<file path="src/rtl/jtsdram_errcnt.sv">
// Compare-and-account block: sticky mismatch flag, saturating mismatch count and
// capture of the address of the first mismatch seen since reset.
module jtsdram_errcnt #(
  parameter int unsigned AW = 22,
  parameter int unsigned DW = 16,
  parameter int unsigned NW = 8
) (
  input  logic          clk,
  input  logic          rst_n,
  input  logic          chk,
  input  logic [DW-1:0] din,
  input  logic [DW-1:0] ref_word,
  input  logic [AW-1:0] addr,
  output logic          mis_any,
  output logic [NW-1:0] cnt,
  output logic [AW-1:0] fail_addr
);

  logic miss;

  always_comb begin
    miss = chk && (din != ref_word);
  end

  always_ff @(posedge clk or negedge rst_n) begin
    if (!rst_n) begin
      mis_any   <= 1'b0;
      cnt       <= '0;
      fail_addr <= '0;
    end else if (miss) begin
      mis_any <= 1'b1;
      if (cnt != {NW{1'b1}}) begin
        cnt <= cnt + 1'b1;
      end
      // Only the first mismatch since reset is recorded.
      if (!mis_any) begin
        fail_addr <= addr;
      end
    end
  end

endmodule

</file>
<file path="config.mk">
export PLATFORM = sky130hd
export DESIGN_NAME = jtsdram_errcnt
export DESIGN_NICKNAME = d
export VERILOG_FILES = /design/src/rtl/jtsdram_errcnt.sv
export SDC_FILE = /design/constraint.sdc
export NUM_CORES = 1
export LEC_CHECK = 0
export ABC_CLOCK_PERIOD_IN_PS = 3800
export CELL_PAD_IN_SITES_DETAIL_PLACEMENT = 0
export CELL_PAD_IN_SITES_GLOBAL_PLACEMENT = 1
export CORE_UTILIZATION = 50
export DETAILED_ROUTE_END_ITERATION = 8
export DONT_BUFFER_PORTS = 1
export GPL_ROUTABILITY_DRIVEN = 1
export PLACE_DENSITY = 0.8
export SETUP_SLACK_MARGIN = 0.5
export SLEW_MARGIN = 25
export SYNTH_ARGS = -nofsm -noshare
export SYNTH_HDL_FRONTEND = slang
export SYNTH_SLANG_ARGS = --single-unit
</file>
<file path="constraint.sdc">
create_clock -name clk -period 3.8 [get_ports clk]
set_clock_uncertainty 0.2 [all_clocks]
set_input_delay 0.38 -clock clk [delete_from_list [all_inputs] [get_ports clk]]
set_output_delay 0.38 -clock clk [all_outputs]
set_load 0.05 [all_outputs]
</file>
==> reports/metrics.yaml <==
wl_um: 2910
first_global_vias: 1072
hp-start: "chk"
crit_start: "cnt[0]$_DFFE_PN0P_"
dpl-instance-area_mm2: 0.00155
grt_max_degree: 32
dpl_worst_slack_ns: 1.42
p_per_area_mw_per_mm2: 576
cap_violations: 0
yosys_warnings: 0
ir_worst_vdd_v: 0.000304
final-setup-viol-count: 0
total_power_uw: 1090
fillers: 213
final_nets: 192
critPathMaxFanout: 6
ioPinCount: 88
viasPerCell: 5.99
cts.sinks: 31
clk_latency_ns: 0.33
synthFlopType: "dfrtp_1"
fin_setup_tns_ns: 0
netlist_instances: 105
seq_area_frac_synth_pct: 49.6
diodes: 0
rsz0062_at_grt: "no"
worst_ep_arrival_time_ns: 2.39
die-area_mm2: 0.00336
syn_nets: 163
syn_avg_cell_area_um2: 14.9
fin_crit_sh_pct: 62.3
yosysTopAreaCell: "dfrtp_1"
start_kind: "flip-flop"
drt_iter0_markers: 21
hp-class: "input pin to flip-flop"
num_rows: 19
cts_tree: "done"
violations: "design-rule violations"
htree_levels: 2
path_clk_slew_ns: 0.09
design_area_mm2: 0.00190
fmax_mhz: 423
crit_required_ns: 3.82
grt_pass1_wl_um: 4630
synth_edf_count: 0
overflow: 0
async_reset_ff_share_pct: 100
ys_seq_elements: 31
cts_buffers: 5
criticalPathCategory: "flip-flop to flip-flop"
antenna_found_initial: 0
core_mm2: 0.00285
clockRootBuffer: "clkbuf_4"
dr_total_vias: 994
endpoint_kind: "flip-flop"
die_h_um: 58.0
reg2reg_from: "cnt[0]$_DFFE_PN0P_"
maxSlewViolCount: 0
postLayoutCoreUtil_pct: 66.4
antenna_left: 0
wl_per_cell_um: 17.6
drt_pass1_iterations: 6
clockBufferDepth: 2
layout-drive-gt1-share_pct: 28.9
relSlewSlack_pct: 59.4
initial_core_util_pct: 54.9
min_period_ns: 2.37
gp_congestion: 0.711
synth_area_mm2: 0.00157
io_buffers: 0
route.detailed.drc: 5
die_w_um: 58.0
synth.top_cell.area_share_pct: 49.6
p_leak_uw: 0.000869
tightest_slew_ns: 0.608
status: "complete, but fails checks"
final_hold_viol_count: 0
r2r_end: "cnt[1]$_DFFE_PN0P_"
ys_types: 22
r2r_slack_ns: 1.43
post-synth-top-count-cell: "dfrtp_1"
r2r_cells: 5
area_growth_pct: 21.1
endpoint: "cnt[1]$_DFFE_PN0P_"
groute.usage.overall_pct: 19.1
finalWorstSetupSlack_ns: 1.43
synth_common_cells: "dfrtp_1, xor2_1, mux2_4, mux2_2, nand4_1"
yosys-top-cells-area: "dfrtp_1, mux2_4, xor2_1"
layout make-up:
class | count | area [um^2] | share of cell area [%]
Timing Repair Buffer | 26 | 268 | 14.1
Multi-Input combinational cell | 70 | 727 | 38.3
Sequential cell | 31 | 776 | 40.9
Clock buffer | 6 | 51.3 | 2.71
Clock inverter | 2 | 35.0 | 1.85
Tap cell | 31 | 38.8 | 2.05
per-stage QoR:
stage | std cells | hold slack [ns]
floorplan | 105 | -0.116
global placement | 133 | -0.115
detailed placement | 133 | -0.115
CTS | 166 | 0.0390
global route | 166 | 0.0687
finish | 166 | 0.0491
worst min-delay path by stage:
stage	cells after the start	end	slack, ns
after detailed placement	0	cnt[3]$_DFFE_PN0P_	-0.11
after CTS	2	cnt[6]$_DFFE_PN0P_	0.04
final	2	cnt[6]$_DFFE_PN0P_	0.05
after global routing	2	cnt[6]$_DFFE_PN0P_	0.07
after global placement	0	cnt[0]$_DFFE_PN0P_	-0.11
after floorplan	0	cnt[0]$_DFFE_PN0P_	-0.12
repair_timing:
item / 4_1_cts / 5_1_grt
setup buffers: 0 / 0
resized for setup: 0 / 0
hold buffers: 25 / 0
endpoints found under the hold margin: 55 / 0
per-layer routing:
metal  routed length, um  GRT usage (%)
met5                   0              0
met4                  89           11.9
met3                 271           7.37
met2                1530           33.2
met1                1030           19.3
sequential cells by signal, summed over array words and instances, names as in the netlist:
signal     count
fail_addr     22
cnt            8
mis_any        1
power by group:
part           switching, uW  leakage (uW)  internal [uW]  total (uW)
sequential               292      0.000381            387         678
clock                    111     0.0000482            155         266
combinational           51.0      0.000439           96.2         147
cells in the final DEF, fill, tap and decap left out, drive strengths merged, types with 2 or more instances in the layout:
cell type and n:
dlygate4sd3 24, buf 2, and3b 2, xor2 21, dfrtp 31, mux2 24
nand4 5, nor4 4, clkbuf 6, and3 3, nor3b 3
worst max-delay path, stage by stage, from the launching register on:
cell and delay, ns:
dfrtp_1 0.74, ha_1 0.29, and3_1 0.24, and3_1 0.25, and3b_2 0.25, mux2_2 0.28
cells by family after synthesis:
| logic type | Yosys count | share of synthesized area [%] |
|---|---|---|
| AND/OR/NAND/NOR | 21 | 10.3 |
| AO/OA/AOI/OAI | 3 | 1.52 |
| adder cells (fa/ha/maj) | 1 | 0.799 |
| flip-flops | 31 | 49.6 |
| multiplexers | 24 | 22.1 |
| XOR/XNOR | 21 | 11.8 |
| buffers and inverters | 4 | 4.00 |
Power figures use the tool's default switching activity.
==> edit (same flow settings) <==
The parameter `NW` goes from 8 to 9.
--- a/src/rtl/jtsdram_errcnt.sv
+++ b/src/rtl/jtsdram_errcnt.sv
@@ -3,7 +3,7 @@
 module jtsdram_errcnt #(
   parameter int unsigned AW = 22,
   parameter int unsigned DW = 16,
-  parameter int unsigned NW = 8
+  parameter int unsigned NW = 9
 ) (
   input  logic          clk,
   input  logic          rst_n,
Interface: changed (resized cnt); port bits go from 88 to 89. The function was not compared with the original's and may differ.
==> edit against the unedited design <==
  * Power up 3.6%
  * Sequential share of layout area increased by 0.21 points
  * Sequential cell count increased by 1
  * Maximum frequency decreased by 13%
  * Setup slack worse by 360 ps
  * Global-route usage decreased by 0.58 points
  * Die area is 1.9% higher
  * Count of clock-buffer cells in the layout rose by 1
  * Critical path depth up 4
  * Routed wire length up 0.69%
  * Cell area rose by 2.7%
  * Synthesized area rose by 1.9%
  * Largest cell class unchanged
  * Highest routed layer unchanged
==> edit: results (changes against the unedited design) <==
* CP Max Fanout at 6 (unchanged)
* PostCTS Resize Cnt at 0 (unchanged)
* Synth cell count leaders: dfrtp_1, mux2_4, xor2_1
* Crit path largest cell delay at 600 ps (-140 ps)
* Dpl cell area at 1590 µm² (+2.7%)
* DRT iter0 DRCs at 25 (+19%)
* I/O Buffers at 0 (unchanged)
* Seq/Total Area, Yosys at 0.502 (+0.00636)
* Static Leakage at 0.882 nW (+1.5%)
* Global-route wire length before repair at 4.56 mm (-1.5%)
* Final period utilization at 0.719 (+0.0958)
* First-pass iteration count of the detailed router at 3 (-3)
* CTS Buffer Depth at 2 (unchanged)
* Avg WL per Cell at 16.2 µm (-7.7%)
* Layout net count at 195 (+1.6%)
* Non-filler instance count after layout at 181 (+9.0%)
* GRT Util Overall at 0.186 (-0.00581)
* H-tree depth at 2 (unchanged)
* Vias in the first global route at 1,031 (-3.8%)
* PD cells at 581 nW/µm² (+0.84%)
* Setup TNS at 0 ps (unchanged)
* Yosys cell types at 22 (unchanged)
* Initial antenna violation count at 0 (unchanged)
* Hold_buf cts at 25 (unchanged)
* Largest net degree at the start of global routing at 33 (+3.1%)
* Synthesized net count at 166 (+1.8%)
* FFs w/ async S/R, synth at 1.00 (unchanged)
* Crit path launch: cnt[0]$_DFFE_PN0P_
* Final RePlAce weighted congestion at 0.664 (-6.7%)
* R2R depth at 9 (+4)
* Reg-to-reg endpoint: cnt[7]$_DFFE_PN0P_
* Slowest cell on crit path: dfrtp_1
* Top Registers: fail_addr (22), cnt (9), mis_any (1)
* HPWL after DPL at 1.92 mm
* Avg Cell Area, Syn at 14.9 µm² (about the same)
* CTS buffer count at 5 (unchanged)
* Vias/cell at 5.43 (-9.3%)
* Compound-Gate Fraction of Synth Area at 0.00549 (-0.00970)
* Status: complete, no violations
* Yosys Warn Count at 0 (unchanged)
* Mux share of post-synthesis cell area at 0.216 (-0.00415)
* Setup repair bufs after CTS at 0 (unchanged)
* Xor/xnor cell area share of the yosys netlist at 0.126 (+0.00877)
* VDD IR max at 0.433 mV (+43%)
* CTS clk-pin slew, worst paths at 90 ps (about the same)
* Capture point of the worst path: cnt[7]$_DFFE_PN0P_
* Hold WC Path Type: input pin to register
* Clk_lat worst skew at 330 ps (about the same)
* Synth top area cells: dfrtp_1, mux2_4, xor2_1, xnor2_1, mux2_2
* Synth Area in Adders at 0.0157 (+0.00769)
* DP Worst Slack at 1100 ps (-321 ps)
* Placed insts at 148 (+11%)
* Slew of the pin with the lowest slew margin at 573 ps (-35.1 ps)
* # diodes at 0 (unchanged)
* Share of layout cells above drive strength 1 at 0.277 (-0.0115)
* Root buf cell: clkbuf_4
## edit: changes by cell type in the layout (fill, tap and decap cells not counted), sizes merged, moves of 3 or more
cell	before	now
nand4b	0	3
nor3b	3	0
xor2	21	17
nand4	5	2
xnor2	0	6
nand3	0	3
## edit: metal layers
layer  global-route usage  up-vias  part of all wire
met2                0.337       53              0.52
met5                    0        -                 0
met3               0.0681        8             0.085
met1                0.178      488              0.37
met4                0.112        0             0.023
li1                     -      434                 -
## edit: critical path: cells and delay by family, from the launching register on
kind | cells | cell delay [ps]
xor gates and xnor gates | 1 | 140
DFF | 1 | 600
adders and majority gates | 2 | 560
and+or+nand+nor | 6 | 1120
## edit: how the worst min path moves through the flow
stage	start	to	slack (ps)	cells past startpoint
finish	chk	cnt[3]$_DFFE_PN0P_	30	2
global route	chk	cnt[4]$_DFFE_PN0P_	20	2
CTS	chk	cnt[4]$_DFFE_PN0P_	20	2
detailed placement	rst_n	fail_addr[20]$_DFFE_PN0P_	-120	0
global placement	rst_n	fail_addr[3]$_DFFE_PN0P_	-110	0
floorplan	rst_n	cnt[0]$_DFFE_PN0P_	-120	0
## edit: cell type report
class,count,area (µm²)
multi-input cells,71,728
repair buffers,26,268
flip-flops and latches,32,801
clock inverters,1,30.0
clock buffers,7,65.1
well taps,44,55.1
fillers,231,1080
## edit: power breakdown
| part | internal (W) | switching [W] | total, W |
|---|---|---|---|
| Clock | 0.000175 | 0.000109 | 0.000284 |
| Combinational | 0.000101 | 0.0000508 | 0.000151 |
| Sequential | 0.000399 | 0.000296 | 0.000696 |
| Total | 0.000675 | 0.000457 | 0.00113 |
